## config.mk

```make
export PLATFORM = sky130hd
export DESIGN_NAME = crossbar_hs
export DESIGN_NICKNAME = d
export VERILOG_FILES = /design/src/rtl/crossbar_hs_pkg.sv /design/src/rtl/xbar_out_slot.sv /design/src/rtl/crossbar_hs.sv
export SDC_FILE = /design/constraint.sdc
export NUM_CORES = 1
export LEC_CHECK = 0
export ABC_AREA = 0
export CORE_MARGIN = 5
export CORE_UTILIZATION = 48
export DETAILED_ROUTE_END_ITERATION = 10
export GPL_ROUTABILITY_DRIVEN = 0
export PLACE_DENSITY = 0.82
export RECOVER_POWER = 25
export SYNTH_ARGS = -nofsm -noshare
export SYNTH_HDL_FRONTEND = slang
export SYNTH_HIERARCHICAL = 1
export SYNTH_SLANG_ARGS = --single-unit
```

## constraint.sdc

```tcl
create_clock -name clk_i -period 2.6 [get_ports clk_i]
set_input_delay 0.26 -clock clk_i [delete_from_list [all_inputs] [get_ports clk_i]]
set_output_delay 0.26 -clock clk_i [all_outputs]
set_load 0.1 [all_outputs]
```

## src/rtl/crossbar_hs_pkg.sv

```systemverilog
// Shared crossbar constants: default sizing and mesh port indices.
// Imported by the crossbar, the router and the switch allocator.
package crossbar_hs_pkg;

  localparam int XB_DATA_WIDTH = 8;
  localparam int XB_IN_N       = 5;
  localparam int XB_OUT_N      = 5;

  typedef enum logic [2:0] {
    LOCAL = 3'd0,
    NORTH = 3'd1,
    EAST  = 3'd2,
    SOUTH = 3'd3,
    WEST  = 3'd4
  } port_e;

  function automatic int sel_width(input int n);
    return (n > 1) ? $clog2(n) : 1;
  endfunction

endpackage

```

## src/rtl/xbar_out_slot.sv

```systemverilog
// One registered output slice of the crossbar.
// Loads on request, otherwise drains when downstream is ready.
module xbar_out_slot #(
  parameter int DATA_WIDTH = 8
) (
  input  logic                  clk_i,
  input  logic                  rst_i,
  input  logic                  load_i,
  input  logic [DATA_WIDTH-1:0] din_i,
  input  logic                  ready_i,
  output logic                  can_load_o,
  output logic [DATA_WIDTH-1:0] dout_o,
  output logic                  valid_o
);

  logic [DATA_WIDTH-1:0] data_q, data_d;
  logic                  valid_q, valid_d;

  assign can_load_o = !valid_q | ready_i;
  assign dout_o     = data_q;
  assign valid_o    = valid_q;

  always_comb begin
    data_d  = data_q;
    valid_d = valid_q;
    if (load_i) begin
      data_d  = din_i;
      valid_d = 1'b1;
    end else if (ready_i) begin
      valid_d = 1'b0;
    end
  end

  always_ff @(posedge clk_i or posedge rst_i) begin
    if (rst_i) begin
      data_q  <= '0;
      valid_q <= 1'b0;
    end else begin
      data_q  <= data_d;
      valid_q <= valid_d;
    end
  end

endmodule

```

## src/rtl/crossbar_hs.sv

```systemverilog
// IN_N x OUT_N handshaked crossbar, per-output select, all-or-nothing
// multicast, one registered slot per output.
module crossbar_hs
  import crossbar_hs_pkg::*;
#(
  parameter  int DATA_WIDTH = XB_DATA_WIDTH,
  parameter  int IN_N       = XB_IN_N,
  parameter  int OUT_N      = XB_OUT_N,
  localparam int SEL_W      = sel_width(IN_N)
) (
  input  logic                        clk_i,
  input  logic                        rst_i,
  input  logic [IN_N*DATA_WIDTH-1:0]  data_i,
  input  logic [IN_N-1:0]             valid_i,
  output logic [IN_N-1:0]             ready_o,
  input  logic [OUT_N*SEL_W-1:0]      sel_i,
  input  logic [OUT_N-1:0]            sel_valid_i,
  output logic [OUT_N*DATA_WIDTH-1:0] data_o,
  output logic [OUT_N-1:0]            valid_o,
  input  logic [OUT_N-1:0]            ready_i
);

  localparam logic [SEL_W:0] IN_LIM = (SEL_W+1)'(IN_N);

  logic [DATA_WIDTH-1:0] in_f   [IN_N];
  logic [SEL_W-1:0]      sel_f  [OUT_N];
  logic [DATA_WIDTH-1:0] din_f  [OUT_N];
  logic [DATA_WIDTH-1:0] dout_f [OUT_N];
  logic [OUT_N-1:0]      sel_ok, can_load, load, slot_v;
  logic [IN_N-1:0]       any_sel, all_ok, fire;

  always_comb begin
    for (int i = 0; i < IN_N; i++)
      in_f[i] = data_i[i*DATA_WIDTH +: DATA_WIDTH];
    for (int j = 0; j < OUT_N; j++) begin
      sel_f[j]  = sel_i[j*SEL_W +: SEL_W];
      sel_ok[j] = sel_valid_i[j] & ({1'b0, sel_f[j]} < IN_LIM);
    end
  end

  // ready never looks at valid_i, so upstream may wait on it safely
  always_comb begin
    any_sel = '0;
    all_ok  = '1;
    for (int j = 0; j < OUT_N; j++)
      for (int i = 0; i < IN_N; i++)
        if (sel_ok[j] && sel_f[j] == SEL_W'(i)) begin
          any_sel[i] = 1'b1;
          if (!can_load[j]) all_ok[i] = 1'b0;
        end
  end

  assign ready_o = any_sel & all_ok;
  assign fire    = valid_i & ready_o;

  always_comb begin
    for (int j = 0; j < OUT_N; j++) begin
      load[j]  = 1'b0;
      din_f[j] = '0;
      for (int i = 0; i < IN_N; i++)
        if (sel_ok[j] && sel_f[j] == SEL_W'(i)) begin
          din_f[j] = in_f[i];
          load[j]  = fire[i];
        end
    end
  end

  for (genvar j = 0; j < OUT_N; j++) begin : g_slot
    xbar_out_slot #(
      .DATA_WIDTH(DATA_WIDTH)
    ) u_slot (
      .clk_i     (clk_i),
      .rst_i     (rst_i),
      .load_i    (load[j]),
      .din_i     (din_f[j]),
      .ready_i   (ready_i[j]),
      .can_load_o(can_load[j]),
      .dout_o    (dout_f[j]),
      .valid_o   (slot_v[j])
    );
    assign data_o[j*DATA_WIDTH +: DATA_WIDTH] = dout_f[j];
  end

  assign valid_o = slot_v;

endmodule

```

Yosys cells after proc, flatten, opt, wreduce, memory -nomap -nowiden
Index checks and enable logic that the tools add are counted.
W data, S select, Z words.
{ "totals": {"register_bits": 45, "ram_bits": 0, "in_bits": 72, "wordCells": 218, "n_memories": 0, "rom_bits": 0, "latchBits": 0, "out_inout_bits": 50} }
{ "op_classes": {"div": 0, "n_lt_le_gt_ge": 5, "n_reduce_logical": 40, "bitwise": 12, "n_eq_ne": 20, "add_sub_neg": 0, "shift": 0, "multipliers": 0, "mux": 131} }
{ "op_table": {"columns": ["cell", "count"], "rows": [
  ["$mux W8", 25],
  ["$mux W1", 106],
  ["$eq A3 B2 Y1 const B", 10],
  ["$logic_and A1 B1 Y1", 25],
  ["$eq A3 B1 Y1 const B", 5],
  ["$eq A3 B3 Y1 const B", 5],
  ["$logic_not A3 Y1", 5],
  ["$lt A3 B3 Y1 const B", 5],
  ["$and A5 B5 Y5", 2],
  ["$reduce_bool A2 Y1", 5],
  ["$and A1 B1 Y1", 5],
  ["$logic_not A1 Y1", 5],
  ["$or A1 B1 Y1", 5]
]} }

Depth between registers and ports, before layout
{ "logic_depth": {"depth_word": 20, "depth_mapped": 9, "mapped_depth_nobuf": 7} }

Modules after synthesis
The synthesis kept the hierarchy.
{ "by_module_without_submodules": {"columns": ["mod", "area_per_inst_um2", "cells_per_inst", "instances", "seq_area_each_um2"], "rows": [
  ["crossbar_hs", 1989.4, 292, 1, 0.0],
  ["xbar_out_slot", 372.9, 21, 5, 225.2]
]} }

Least setup slack after synthesis
No wires, ideal clock.
{ "synth_timing": {"kind": "register -> output", "startpoint": "reg g_slot[2].u_slot.valid_q", "endpoint": "out ready_o[1]", "path_stages_with_launch": 5, "required_time_ns": 2.340, "t_arrival_ns": 4.174, "slack_ns": -1.834, "n_path_buf": 0, "cell_sequence": "dfrtp_1 -> nand2b_1 -> nand3b_1 -> o32ai_2 -> nor4_1"} }
{ "synth_between": {"elab_chain_len": 9} }
{ "synth_rtl": {"columns": ["element", "line", "text"], "rows": [
  ["start: declaration", "xbar_out_slot.sv:17", "logic valid_q, valid_d;"],
  ["start signal: assignment", "xbar_out_slot.sv:40", "valid_q <= valid_d;"],
  ["$logic_not A1 Y1 *", "xbar_out_slot.sv:19", "assign can_load_o = !valid_q | ready_i;"],
  ["$or A1 B1 Y1 *", "xbar_out_slot.sv:19", null],
  ["net can_load[2]", "crossbar_hs.sv:29", "logic [OUT_N-1:0] sel_ok, can_load, load, slot_v;"],
  ["$mux W1 *", "crossbar_hs.sv:49", "if (!can_load[j]) all_ok[i] = 1'b0;"],
  ["$mux W1 *", "crossbar_hs.sv:47", "if (sel_ok[j] && sel_f[j] == SEL_W'(i)) begin"],
  ["$mux W1", "crossbar_hs.sv:49", null],
  ["$mux W1 *", "crossbar_hs.sv:47", null],
  ["$mux W1", "crossbar_hs.sv:49", null],
  ["$mux W1 *", "crossbar_hs.sv:47", null],
  ["$and A5 B5 Y5 *", "crossbar_hs.sv:53", "assign ready_o = any_sel & all_ok;"],
  ["end: declaration", "crossbar_hs.sv:15", "output logic [IN_N-1:0] ready_o,"]
]} }
The timed path passes the listed nets; every way through them passes the cells marked *.

Worst setup path after layout
{ "layout_timing": {"startpoint": "in sel_i[13]", "endpoint": "reg g_slot[3].u_slot.data_q[2]"} }
{ "layout_between": {"elab_chain_len": 11, "elab_cells_between_ends": 29, "classes_between": "1 x order compare; 4 x eq/ne; 15 x mux; 3 x bitwise; 6 x reduce/logical"} }
{ "layout_rtl": {"columns": ["element", "line", "text"], "rows": [
  ["start: declaration", "crossbar_hs.sv:16", "input logic [OUT_N*SEL_W-1:0] sel_i,"],
  ["$lt A3 B3 Y1", "crossbar_hs.sv:37", "sel_ok[j] = sel_valid_i[j] & ({1'b0, sel_f[j]} < IN_LIM);"],
  ["$and A1 B1 Y1", "crossbar_hs.sv:37", null],
  ["$logic_and A1 B1 Y1", "crossbar_hs.sv:47", null],
  ["$mux W1", "crossbar_hs.sv:47", null],
  ["$and A5 B5 Y5 *", "crossbar_hs.sv:53", null],
  ["$and A5 B5 Y5 *", "crossbar_hs.sv:54", "assign fire = valid_i & ready_o;"],
  ["$mux W1 (4 in a row)", "crossbar_hs.sv:61", "if (sel_ok[j] && sel_f[j] == SEL_W'(i)) begin"],
  ["$mux W1 *", "crossbar_hs.sv:61", null],
  ["net load[3]", "crossbar_hs.sv:29", null],
  ["end signal: assignment", "xbar_out_slot.sv:39", "data_q <= data_d;"],
  ["end: declaration", "xbar_out_slot.sv:16", "logic [DATA_WIDTH-1:0] data_q, data_d;"]
]} }
Marks and branches as above.
A chain may end at the register's enable or synchronous reset.

==> metrics.txt <==
clock period minus final worst setup slack 2.56 ns; Area growth syn-to-layout 50.4%; # rows 32; largest area contributor in the synthesized netlist dfrtp_1; number of instances in the synthesized netlist 397; clock sinks 45; Mapped Nets 469; worst slew margin relative to its limit 0.410; run status finished, final reports clean; CTS Root Buffer Type clkbuf_8; met3 WL post-DR 2310 µm; Final Skew 0.0143 ns; fin cells 677; clk_lat worst skew 0.31 ns; Fill cells 556; DR pass1 iterations 11; highest clock rate 390 MHz; Max FO, Critical Path 9; data required time at the worst endpoint 2.80 ns; die area 9920 µm²; Fin. Hold Viols 0; final slew viol count 0; vias per std cell 6.79; top cells by instance count after synthesis a22oi_1, dfrtp_1, mux2_4, nand2_1, a222oi_1; predominant post-synthesis flop cell dfrtp_1; type of element capturing the critical path register; highest cell delay on the worst timing path 0.61 ns; Place WS -0.257 ns; number of buffers added by the clock tree synthesis step 5; length of routed met2 wiring 6930 µm; family of cells with the greatest summed delay on the critical path compound AO/OA/AOI/OAI gates; via count 4598; CP Data Arrival Time 2.76 ns; Clock Pin Slew Worst Setup and Hold Paths 0.09 ns; Met1 Wirelength 5720 µm; FF-to-FF setup slack 0.16 ns; most area-consuming cells after synthesis dfrtp_1, mux2_4, a22oi_1; CTS Buffer Depth 2; cts-stage hold buffer count 0; buffers and inverters on the worst path 2; number of top-level design ports 122; Slew @ Worst Pin 0.884 ns; floorplan die width 99.6 µm; Post-synth EDFFs 0; start of the worst register-to-register path g_slot[2].u_slot/valid_o; Seq/Total Area, Yosys 0.292; number of library cell types mapped by synthesis 56; remaining routing DRC violations 0; FF-to-FF path depth 9; PD cells 589 nW/µm²; IO Port Bufs 121; library cell contributing the largest single delay on the critical path or4bb_4; Critical Path Source Type primary input; height of the die 99.6 µm; placed cells 668; number of synthesized register bits 45; worst supply voltage drop on vdd 589 µV; first-pass GRT wire length 23900 µm; via count of the first global-routing pass 4502; total setup violations reported at the end of the flow 0; synthesized area 3850 µm²; type of the tightest min-delay check primary input to async pin; initial cell density of the core 0.496; number of antenna violations at the first check in global routing 0; critical path, cell by cell clkdlybuf4s50_1 > or4bb_4 > o211ai_1 > o31ai_1 > o21ai_0 > o221ai_2 > buf_12 > mux2_4; post-layout worst setup margin 0.0353 ns; total routing resource utilization after global routing 0.304; H-tree levels 2; TritonCTS clock tree yes; proportion of netlist area held by the largest area contributor 0.292; final setup TNS 0 ns; terminus of the critical flop-to-flop path g_slot[3].u_slot/dout_o[2]; Synth async-reset ratio 1.00; count of nets left with antenna violations after detail routing 0; count of synthesis-stage warnings from yosys 6; final wirelength 15600 µm; most frequently used cell type in the post-synthesis netlist a22oi_1; syn avg cell area 9.71 µm²; wire length per cell 23.1 µm; aggregate global routing overflow 0; highest metal used met4; Max Cap Violations 0; final core area utilization 0.746; fin nets 646; final worst-path cycle share 0.986; leakage power of the design 0.00262 µW; core footprint 7770 µm²; ratio of cells with drive above 1 in the final layout 0.353; Antenna Diode Count 0; DP HPWL 12000 µm; first-iteration detailed-routing DRC count 1021; largest net degree at the start of global routing 15; Critical Setup Path Class primary input to register
## worst max-delay path by stage
stage,start,to,slack (ns),depth (start not counted)
after floorplan,g_slot[1].u_slot/valid_o,ready_o[2],0.002,6
after global placement,sel_valid_i[4],g_slot[3].u_slot/dout_o[4],-0.22,9
after detailed placement,sel_valid_i[4],g_slot[3].u_slot/dout_o[2],-0.26,9
after CTS,sel_valid_i[4],g_slot[3].u_slot/dout_o[7],0.04,9
after global routing,sel_i[13],g_slot[2].u_slot/dout_o[6],-0.04,9
final,sel_i[13],g_slot[3].u_slot/dout_o[2],0.04,8
## placed cells by master (no fill, tap or decap), types with 3 or more instances in the layout
master / Yosys / final
buf_4: 0 / 119
clkdlybuf4s50_1: 0 / 68
a22oi_1: 53 / 53
dfrtp_1: 45 / 41
mux2_4: 40 / 40
nand2_1: 33 / 33
a222oi_1: 21 / 21
nor2_1: 18 / 17
inv_1: 14 / 14
o21ai_0: 13 / 13
nand2b_1: 11 / 11
a21oi_1: 10 / 10
nand3_1: 11 / 10
nor4bb_1: 9 / 9
mux2i_1: 7 / 7
buf_12: 0 / 7
a31oi_1: 5 / 5
nor3_1: 5 / 5
o211ai_1: 5 / 5
clkbuf_8: 0 / 5
nand4bb_1: 4 / 4
nor4b_2: 2 / 4
nand4b_1: 4 / 4
nor2b_1: 4 / 4
nor4_1: 6 / 4
nand4_1: 3 / 3
a22o_1: 3 / 3
o31ai_1: 3 / 3
a21o_2: 3 / 3
dfrtp_2: 0 / 3
## per-stage QoR
| step | instance area [µm²] | power (µW) | hold slack (ns) |
|---|---|---|---|
| finish | 5790 | 3410 | 0.502 |
| floorplan | 3900 | 2270 | 0.0879 |
| CTS | 5710 | 3390 | 0.403 |
| detailed placement | 5610 | 2860 | 0.498 |
| global route | 5790 | 3510 | 0.517 |
| global placement | 5610 | 2830 | 0.496 |
## logic make-up (layout without fill, tap and decap cells)
logic type,after synthesis,after routing,share of synthesized area
multiplexers,48,48,0.180
flip-flops,45,45,0.292
AO/OA/AOI/OAI,133,133,0.265
AND/OR/NAND/NOR,130,130,0.208
buffers and inverters,41,219,0.0552
## layer usage
layer	up-vias	GRT usage
met1	2115	0.400
met5	-	0
met2	437	0.462
li1	1964	-
met4	0	0.121
met3	82	0.0975
## cell type report
type / instances / area, µm² / area share
flip-flops and latches: 45 / 1130 / 0.196
inverters: 14 / 52.6 / 0.00907
repair buffers: 197 / 1750 / 0.302
clock inverters: 2 / 35.0 / 0.00605
clock buffers: 6 / 72.6 / 0.0125
multi-input cells: 311 / 2620 / 0.453
well taps: 102 / 128 / 0.0220
## flip-flops by register name, indices dropped and copies added, names as in the netlist
name and count:
g_slot.u_slot/valid_o 5, g_slot.u_slot/dout_o 40
## power breakdown
part	switching, µW	leakage, µW	internal (µW)
combinational	1380	0.00197	597
clock	247	0.0000552	286
sequential	79.1	0.000594	824
total	1710	0.00262	1710
## timing repair
item	CTS	global route
resized for setup	0	13
buffers inserted	0	1
setup endpoints to repair	0	42
(Power assumes the default switching activity.)
